`src/rtl/phy_rx_lane_ctrl_pkg.sv`:
```
// Shared constants and lane state encoding for the two-lane PHY receive controller.
package phy_rx_pkg;

  localparam logic [7:0]  COMMA_DEFAULT      = 8'hBC;
  localparam int unsigned LOCK_COUNT_DEFAULT = 4;

  typedef logic [1:0] lane_state_t;

  // 2'd3 is unused; the lane FSM treats it as SEARCH
  localparam lane_state_t SEARCH = 2'd0;
  localparam lane_state_t ALIGN  = 2'd1;
  localparam lane_state_t LOCKED = 2'd2;

endpackage

```
`src/rtl/phy_rx_lane_ctrl_if.sv`:
```
// Serial inputs and per-lane byte/lock outputs of the receive lane controller.
interface phy_rx_lane_ctrl_if;

  logic       in_data_serie_0;
  logic       in_data_serie_1;
  logic [7:0] byte_out_0;
  logic       byte_valid_0;
  logic [7:0] byte_out_1;
  logic       byte_valid_1;
  logic       lock_0;
  logic       lock_1;
  logic       active_out;

  modport master (
    output in_data_serie_0, in_data_serie_1,
    input  byte_out_0, byte_valid_0, byte_out_1, byte_valid_1,
    input  lock_0, lock_1, active_out
  );

  modport slave (
    input  in_data_serie_0, in_data_serie_1,
    output byte_out_0, byte_valid_0, byte_out_1, byte_valid_1,
    output lock_0, lock_1, active_out
  );

endinterface

```
`src/rtl/phy_rx_lane_ctrl_sync.sv`:
```
// One lane: comma search, aligned-comma run counting, and byte delivery once locked.
module phy_rx_lane_sync
  import phy_rx_pkg::*;
#(
  parameter logic [7:0]  COMMA      = COMMA_DEFAULT,
  parameter int unsigned LOCK_COUNT = LOCK_COUNT_DEFAULT
) (
  input  logic       clk,
  input  logic       reset,
  input  logic       din,
  output logic [7:0] byte_out,
  output logic       byte_valid,
  output logic       lock
);

  localparam int unsigned CW = $clog2(LOCK_COUNT + 1);

  lane_state_t   state;
  logic [7:0]    sr;
  logic [7:0]    sr_next;
  logic [2:0]    bit_cnt;
  logic [CW-1:0] bc_cnt;
  logic [CW-1:0] bc_inc;
  logic          byte_done;
  logic          is_comma;

  assign sr_next   = {sr[6:0], din};
  assign byte_done = (bit_cnt == 3'd7);
  assign is_comma  = (sr_next == COMMA);
  assign bc_inc    = bc_cnt + CW'(1);
  assign lock      = (state == LOCKED);

  always_ff @(posedge clk) begin
    if (reset) begin
      state      <= SEARCH;
      sr         <= '0;
      bit_cnt    <= '0;
      bc_cnt     <= '0;
      byte_out   <= '0;
      byte_valid <= 1'b0;
    end else begin
      sr         <= sr_next;
      bit_cnt    <= bit_cnt + 3'd1;
      byte_valid <= 1'b0;
      case (state)
        ALIGN: begin
          if (byte_done) begin
            if (is_comma) begin
              bc_cnt <= bc_inc;
              if (bc_inc == CW'(LOCK_COUNT)) state <= LOCKED;
            end else begin
              // restart search on the next bit; this byte is not retried
              bc_cnt <= '0;
              state  <= SEARCH;
            end
          end
        end
        LOCKED: begin
          if (byte_done) begin
            byte_out   <= sr_next;
            byte_valid <= !is_comma;
          end
        end
        default: begin
          if (is_comma) begin
            bit_cnt <= '0;
            bc_cnt  <= CW'(1);
            state   <= ALIGN;
          end else begin
            state <= SEARCH;
          end
        end
      endcase
    end
  end

endmodule

```
`src/rtl/phy_rx_lane_ctrl.sv`:
```
// Two-lane receive controller: independent per-lane sync, link active when both lanes lock.
module phy_rx_lane_ctrl
  import phy_rx_pkg::*;
#(
  parameter logic [7:0]  COMMA      = COMMA_DEFAULT,
  parameter int unsigned LOCK_COUNT = LOCK_COUNT_DEFAULT
) (
  input logic               clk,
  input logic               reset,
  phy_rx_lane_ctrl_if.slave bus
);

  logic lock_0;
  logic lock_1;

  phy_rx_lane_sync #(.COMMA(COMMA), .LOCK_COUNT(LOCK_COUNT)) u_lane_0 (
    .clk        (clk),
    .reset      (reset),
    .din        (bus.in_data_serie_0),
    .byte_out   (bus.byte_out_0),
    .byte_valid (bus.byte_valid_0),
    .lock       (lock_0)
  );

  phy_rx_lane_sync #(.COMMA(COMMA), .LOCK_COUNT(LOCK_COUNT)) u_lane_1 (
    .clk        (clk),
    .reset      (reset),
    .din        (bus.in_data_serie_1),
    .byte_out   (bus.byte_out_1),
    .byte_valid (bus.byte_valid_1),
    .lock       (lock_1)
  );

  assign bus.lock_0     = lock_0;
  assign bus.lock_1     = lock_1;
  assign bus.active_out = lock_0 & lock_1;

endmodule

```
`src/flat_wrapper.sv`:
```
// flat-port wrapper written by rule: the top's interface ports become plain ports
module phy_rx_lane_ctrl_flat import phy_rx_pkg::*;
#(
  parameter logic [7:0]  COMMA      = COMMA_DEFAULT,
  parameter int unsigned LOCK_COUNT = LOCK_COUNT_DEFAULT
)
  (clk, reset, bus_in_data_serie_0, bus_in_data_serie_1, bus_byte_out_0, bus_byte_valid_0, bus_byte_out_1, bus_byte_valid_1, bus_lock_0, bus_lock_1, bus_active_out);
  phy_rx_lane_ctrl_if bus_i ();
  input logic clk;
  input logic reset;
  input wire logic [$bits(bus_i.in_data_serie_0)-1:0] bus_in_data_serie_0;
  input wire logic [$bits(bus_i.in_data_serie_1)-1:0] bus_in_data_serie_1;
  output wire logic [$bits(bus_i.byte_out_0)-1:0] bus_byte_out_0;
  output wire logic [$bits(bus_i.byte_valid_0)-1:0] bus_byte_valid_0;
  output wire logic [$bits(bus_i.byte_out_1)-1:0] bus_byte_out_1;
  output wire logic [$bits(bus_i.byte_valid_1)-1:0] bus_byte_valid_1;
  output wire logic [$bits(bus_i.lock_0)-1:0] bus_lock_0;
  output wire logic [$bits(bus_i.lock_1)-1:0] bus_lock_1;
  output wire logic [$bits(bus_i.active_out)-1:0] bus_active_out;
  assign bus_i.in_data_serie_0 = bus_in_data_serie_0;
  assign bus_i.in_data_serie_1 = bus_in_data_serie_1;
  assign bus_byte_out_0 = bus_i.byte_out_0;
  assign bus_byte_valid_0 = bus_i.byte_valid_0;
  assign bus_byte_out_1 = bus_i.byte_out_1;
  assign bus_byte_valid_1 = bus_i.byte_valid_1;
  assign bus_lock_0 = bus_i.lock_0;
  assign bus_lock_1 = bus_i.lock_1;
  assign bus_active_out = bus_i.active_out;
  phy_rx_lane_ctrl #(.COMMA(COMMA), .LOCK_COUNT(LOCK_COUNT)) u_core (.clk(clk), .reset(reset), .bus(bus_i));
endmodule
```
`config.mk`:
```
export PLATFORM = sky130hd
export DESIGN_NAME = phy_rx_lane_ctrl_flat
export DESIGN_NICKNAME = d
export VERILOG_FILES = /design/src/rtl/phy_rx_lane_ctrl_pkg.sv /design/src/rtl/phy_rx_lane_ctrl_if.sv /design/src/rtl/phy_rx_lane_ctrl_sync.sv /design/src/rtl/phy_rx_lane_ctrl.sv /design/src/flat_wrapper.sv
export SDC_FILE = /design/constraint.sdc
export NUM_CORES = 1
export LEC_CHECK = 0
export CAP_MARGIN = 25
export CORE_ASPECT_RATIO = 1.25
export CORE_MARGIN = 2
export CORE_UTILIZATION = 50
export DETAILED_ROUTE_END_ITERATION = 7
export HOLD_SLACK_MARGIN = 0.15
export PLACE_DENSITY = 0.73
export SYNTH_ARGS = -nofsm -noshare
export SYNTH_HDL_FRONTEND = slang
export SYNTH_SLANG_ARGS = --single-unit
export TNS_END_PERCENT = 100
```
`constraint.sdc`:
```
create_clock -name clk -period 2.1 [get_ports clk]
set_input_delay 0.315 -clock clk [delete_from_list [all_inputs] [get_ports clk]]
set_output_delay 0.315 -clock clk [all_outputs]
set_load 0.05 [all_outputs]
```
==> results of run 1 <==
==> state kept, by name (all words and copies together), names as in the netlist <==
register,flops
u_core.u_lane_0.bc_cnt,3
u_core.u_lane_0.state,2
u_core.u_lane_0.byte_out,8
u_core.u_lane_1.bc_cnt,3
u_core.u_lane_1.byte_out,8
u_core.u_lane_1.sr,7
u_core.u_lane_0.byte_valid,1
u_core.u_lane_0.sr,7
u_core.u_lane_1.bit_cnt,3
u_core.u_lane_1.state,2
u_core.u_lane_1.byte_valid,1
u_core.u_lane_0.bit_cnt,3
==> routing by layer <==
metal  global-route usage (%)  wire length, um
met5                        0                0
met4                    6.763               49
met1                    21.84             1667
met3                    5.093              121
met2                    32.51             1934
==> final timing paths <==
kind	startpoint	end	slack, ns	cells after the start
min reg2reg	u_core.u_lane_0.bit_cnt[0]	u_core.u_lane_0.bit_cnt[0]	0.43	1
min	u_core.u_lane_0.bit_cnt[0]	u_core.u_lane_0.bit_cnt[0]	0.43	1
max	u_core.u_lane_1.state[0]	bus_active_out	0.18	5
max reg2reg	u_core.u_lane_1.bit_cnt[0]	u_core.u_lane_1.bc_cnt[2]	0.44	6
==> per-stage QoR <==
step,power [mW],instance area (um2),hold WS (ns),instances
2_1_floorplan,0.9828,2051,0.3984,221
3_3_place_gp,1.006,2415,0.4123,295
3_5_place_dp,1.006,2415,0.4242,295
4_1_cts,1.558,2506,0.4367,302
5_1_grt,1.607,2506,0.4607,302
6_report,1.538,2506,0.4287,302
==> synth_stat cells <==
| library cell | count |
|---|---|
| nor2b_1 | 21 |
| a211o_1 | 1 |
| inv_1 | 14 |
| a2111o_1 | 2 |
| o41a_1 | 2 |
| nor4bb_1 | 1 |
| a311oi_2 | 1 |
| a211oi_1 | 6 |
| xnor2_1 | 2 |
| nand3_1 | 22 |
| a211o_2 | 1 |
| nor3_1 | 1 |
| buf_2 | 3 |
| nand2b_1 | 4 |
| o2111ai_1 | 2 |
| nor2_1 | 5 |
| a31oi_1 | 7 |
| nand4b_1 | 2 |
| nand2_1 | 18 |
| ha_1 | 12 |
| clkbuf_1 | 12 |
| and4b_1 | 3 |
| a41oi_1 | 1 |
| o221ai_1 | 2 |
| o21ai_0 | 4 |
| buf_1 | 1 |
| and4_1 | 1 |
| a21oi_1 | 16 |
| and2_1 | 3 |
| a311oi_1 | 1 |
| a41oi_2 | 1 |
| nor4b_4 | 1 |
| dfxtp_1 | 48 |
==> worst reg2reg max path, delay by kind of cell, from the launching register on <==
family,cells,cell delay [ns]
simple gates,1,0.17
compound gates,2,0.34
fa+ha+maj,2,0.50
flops,1,0.33
buf+inv,1,0.20
==> power breakdown <==
part	internal, mW	switching, mW	total (mW)
clock	0.263	0.291	0.554
combinational	0.0258	0.0255	0.0512
sequential	0.925	0.00811	0.933
==> final cells by class <==
type / count / area (um2)
Sequential cell: 48 / 960.9
Inverter: 14 / 52.55
Tap cell: 56 / 70.07
Fill cell: 355 / 1495
Timing Repair Buffer: 34 / 357.8
Clock buffer: 6 / 82.58
Clock inverter: 1 / 8.758
Multi-Input combinational cell: 143 / 973.4
==> cell families (layout without fill, tap and decap cells) <==
group                    count (synthesis)  count (layout)  synth area share [%]
flip-flops                              48              48                 46.92
adder cells (fa/ha/maj)                 12              12                 7.330
AO/OA/AOI/OAI                           47              47                 16.43
buffers and inverters                   30              55                 5.681
AND/OR/NAND/NOR                         82              82                 22.79
XOR/XNOR                                 2               2                0.8554
==> run_results.csv, run 1 <==
group,metric,value,unit
power,peakVddDrop,0.4405,mV
global_routing,antenna_found_initial,0,
synth,ys_ff_latch,48,
floorplan,die_w,61.25,um
sta,finalHoldViolations,0,
clock_network,insertion_delay,0.30,ns
clock_network,cts_root_buf,"clkbuf_8",
floorplan,ios,25,
finish,final_common_cell,"dfxtp_1",
job,cap_viol_max_count,0,
worst_setup_path,arrival,1.60,ns
clock_network,path_clk_slew,0.08,ns
drt,drtIter0Drc,63,
clock_network,clock-sinks,48,
placed_design,gp_congestion,0.7471,
synth,synth_nets,237,
placed_design,place_ws,0.3912,ns
global_routing,grt_overflow,0,
power,power_leakage,0.8648,nW
clock_network,hold_buffers,0,
drt,totalWireLength,3.773,mm
sta,skew,0.007100,ns
worst_setup_path,critPathMaxStageDelay,0.41,ns
floorplan,dieArea,4628,um2
global_routing,grt_pass1_wl,6.527,mm
finish,utilization,62.63,%
floorplan,start_util,51.19,%
status,status,"completed",
floorplan,core-area,4001,um2
clock_network,cts_buffers,5,
drt,ant_nets,0,
finish,area_growth_syn_to_layout,22.36,%
placed_design,portBuffers,24,
sta,relSlewSlack,63.34,%
worst_setup_path,crit_path_top_delay_cell,"ha_1",
sta,slew_violations,0,
sta,period_minus_slack,1.919,ns
synth,synth_area_leader_cell,"dfxtp_1",
clock_network,htreeDepth,2,
worst_setup_path,critPathKind,"reg2out",
worst_setup_path,cp_cell_sequence,"inv_1 > ha_1 > inv_1 > nor2_2 > buf_12",
finish,antenna_cells,0,
sta,finalWorstSetupSlack,0.1808,ns
synth,synth_cell_type_count,33,
sta,post-route-period-util,91.39,%
worst_setup_path,worstSetupStartpointType,"flop",
synth,syn_inst,221,
power,powerDensity,613.7,nW/um2
drt,via_per_inst,5.338,
sta,max_freq,0.5210,GHz
finish,layout_common_cells,"dfxtp_1 (48), nand3_1 (22), nor2b_1 (21), clkdlybuf4s50_1 (21), nand2_1 (18)",
placed_design,hpwl,2.717,mm
drt,wire_per_inst,12.49,um
worst_setup_path,crit_family,"adder cells",
drt,drc_errors,0,
clock_network,cts_tree,"yes",
global_routing,grt_max_degree,27,
worst_setup_path,critPathBufInv,3,
drt,drtPass1Iterations,4,
drt,vias,1612,
synth,synth_top_cells_by_area,"dfxtp_1 (47%), ha_1 (7.3%), nor2b_1 (6.4%)",
sta,worstMarginPinSlew,0.5482,ns
hold_path,hold_path_class,"reg2reg",
synth,yosysTopAreaCellShare,46.92,%
worst_setup_path,worst-path-max-fanout,9,
worst_setup_path,required,1.78,ns
floorplan,placementRows,26,
clock_network,clk_path_buf_depth,2,
worst_setup_path,crit_path_end_kind,"output port",
synth,netlist_area,2048,um2
floorplan,dieHeight,75.56,um
worst_setup_path,cp_common_cell,"inv_1",
synth,synth-warning-count,0,
global_routing,grt.total_usage,18.74,%
sta,setup_viol,0,
finish,drive_gt1_share,10.16,%
clock_network,post_cts_buffers,0,
synth,yosysSeqAreaShare,46.92,%
sta,setup_tns,0,ns
sta,rsz0062_at_grt,"false",
finish,final_nets,262,
synth,post_synth.cell_area_avg,9.268,um2
global_routing,grt_pass1_vias,1467,
clock_network,cts_resized,0,
No activity file was read; power rests on OpenSTA's default activity.
==> inputs of run 2 (changes only) <==
--- a/config.mk
+++ b/config.mk
@@ -5,13 +5,13 @@
 export SDC_FILE = /design/constraint.sdc
 export NUM_CORES = 1
 export LEC_CHECK = 0
-export CAP_MARGIN = 25
+export CAP_MARGIN = 20
 export CORE_ASPECT_RATIO = 1.25
 export CORE_MARGIN = 2
 export CORE_UTILIZATION = 50
 export DETAILED_ROUTE_END_ITERATION = 7
 export HOLD_SLACK_MARGIN = 0.15
-export PLACE_DENSITY = 0.73
+export PLACE_DENSITY = 0.81
 export SYNTH_ARGS = -nofsm -noshare
 export SYNTH_HDL_FRONTEND = slang
 export SYNTH_SLANG_ARGS = --single-unit
==> run 2 against run 1 <==
Cell count unchanged. Critical path depth did not move. Clock power grew 24%. Routed wire length up 8.9%. Total power increased by 8.7%. Via count increased by 2.4%. Utilization rose by 0.41 points. Critical path type unchanged.
==> run_results.csv, run 2 (same netlist as run 1, synthesis figures left out) <==
group,metric,value,unit
drt,wire_per_inst,13.60,um
drt,drtIter0Drc,105,
clock_network,clk_path_buf_depth,2,
worst_setup_path,arrival,1.49,ns
placed_design,hpwl,2.862,mm
sta,whs,0.4281,ns
clock_network,clock-sinks,48,
sta,setup_tns,0,ns
clock_network,insertion_delay,0.31,ns
global_routing,grt_pass1_vias,1485,
clock_network,path_clk_slew,0.09,ns
power,powerDensity,662.8,nW/um2
floorplan,ios,25,
sta,setup_viol,0,
worst_setup_path,worstSetupStartpointType,"flop",
placed_design,gp_congestion,0.7932,
finish,area_growth_syn_to_layout,23.15,%
clock_network,post_cts_buffers,0,
sta,max_freq,0.5534,GHz
worst_setup_path,critPathBufInv,3,
floorplan,die_w,61.25,um
drt,drtPass1Iterations,4,
clock_network,cts_tree,"yes",
worst_setup_path,crit_family,"buffers and inverters",
sta,post-route-period-util,86.05,%
finish,final_nets,261,
power,power,1.672,mW
sta,skew,0.008695,ns
sta,relSlewSlack,60.36,%
global_routing,grt.total_usage,19.71,%
finish,layout_common_cells,"dfxtp_1 (48), nand3_1 (22), nor2b_1 (21), clkdlybuf4s50_1 (21), nand2_1 (18)",
global_routing,grt_overflow,0,
drt,via_per_inst,5.464,
clock_network,cts_buffers,5,
placed_design,portBuffers,24,
clock_network,cts_resized,0,
job,cap_viol_max_count,0,
sta,period_minus_slack,1.807,ns
hold_path,hold_path_class,"reg2reg",
power,peakVddDrop,0.4245,mV
drt,ant_nets,0,
worst_setup_path,cp_common_cell,"inv_1",
drt,vias,1650,
clock_network,htreeDepth,2,
status,status,"completed",
worst_setup_path,cp_cell_sequence,"inv_1 > ha_1 > inv_1 > nor2_2 > buf_12",
finish,final_common_cell,"dfxtp_1",
sta,finalHoldViolations,0,
sta,worstMarginPinSlew,0.5927,ns
global_routing,antenna_found_initial,0,
worst_setup_path,critPathKind,"reg2out",
floorplan,start_util,51.19,%
global_routing,grt_max_degree,24,
floorplan,placementRows,26,
drt,drc_errors,0,
finish,instances_no_fill,302,
finish,antenna_cells,0,
finish,drive_gt1_share,10.16,%
floorplan,dieHeight,75.56,um
worst_setup_path,crit_path_end_kind,"output port",
finish,reg_top3,"u_core.u_lane_0.byte_out (8), u_core.u_lane_1.byte_out (8)",
sta,slew_violations,0,
floorplan,dieArea,4628,um2
clock_network,hold_buffers,0,
placed_design,placed_cells,294,
sta,rsz0062_at_grt,"false",
floorplan,core-area,4001,um2
global_routing,grt_pass1_wl,6.748,mm
worst_setup_path,worst-path-max-fanout,6,
clock_network,cts_root_buf,"clkbuf_8",
worst_setup_path,critPathMaxStageDelay,0.34,ns
drt,totalWireLength,4.108,mm
worst_setup_path,required,1.78,ns
power,power_leakage,0.8669,nW
worst_setup_path,crit_path_top_delay_cell,"dfxtp_1",
[run 2: final cells by class]
class / count / area (um2)
well taps: 56 / 70.07
flip-flops and latches: 48 / 960.9
repair buffers: 33 / 350.3
multi-input cells: 143 / 973.4
clock inverters: 3 / 46.29
clock buffers: 5 / 68.82
inverters: 14 / 52.55
fillers: 346 / 1479
[run 2: report_power, final]
part	internal (mW)	total, mW	switching, mW
registers	0.925	0.933	0.00843
logic	0.0264	0.0528	0.0264
clock network	0.359	0.686	0.327
[run 2: worst paths after layout]
path | start | endpoint | slack (ns) | cells after the start
setup reg to reg | u_core.u_lane_1.state[1] | u_core.u_lane_1.state[1] | 0.49 | 5
hold / removal | u_core.u_lane_0.bit_cnt[0] | u_core.u_lane_0.bit_cnt[0] | 0.43 | 1
setup / recovery | u_core.u_lane_0.state[0] | bus_active_out | 0.29 | 5
hold reg to reg | u_core.u_lane_0.bit_cnt[0] | u_core.u_lane_0.bit_cnt[0] | 0.43 | 1
[run 2: routing by layer]
metal / global-route usage [%] / up-vias / share of wire [%]
li1: - / 819 / -
met1: 23.00 / 786 / 43
met2: 33.81 / 38 / 51
met3: 5.263 / 7 / 3.8
met4: 7.971 / 0 / 1.8
met5: 0 / - / 0
[run 2: metrics by stage]
| stage | area [um2] | setup WS, ns | utilization [%] |
|---|---|---|---|
| floorplan | 2051 | 0.1539 | - |
| global placement | 2407 | 0.2486 | 60.16 |
| detailed placement | 2407 | 0.2207 | 60.16 |
| CTS | 2522 | 0.2638 | 63.04 |
| global route | 2522 | 0.1855 | 63.04 |
| finish | 2522 | 0.2928 | 63.04 |
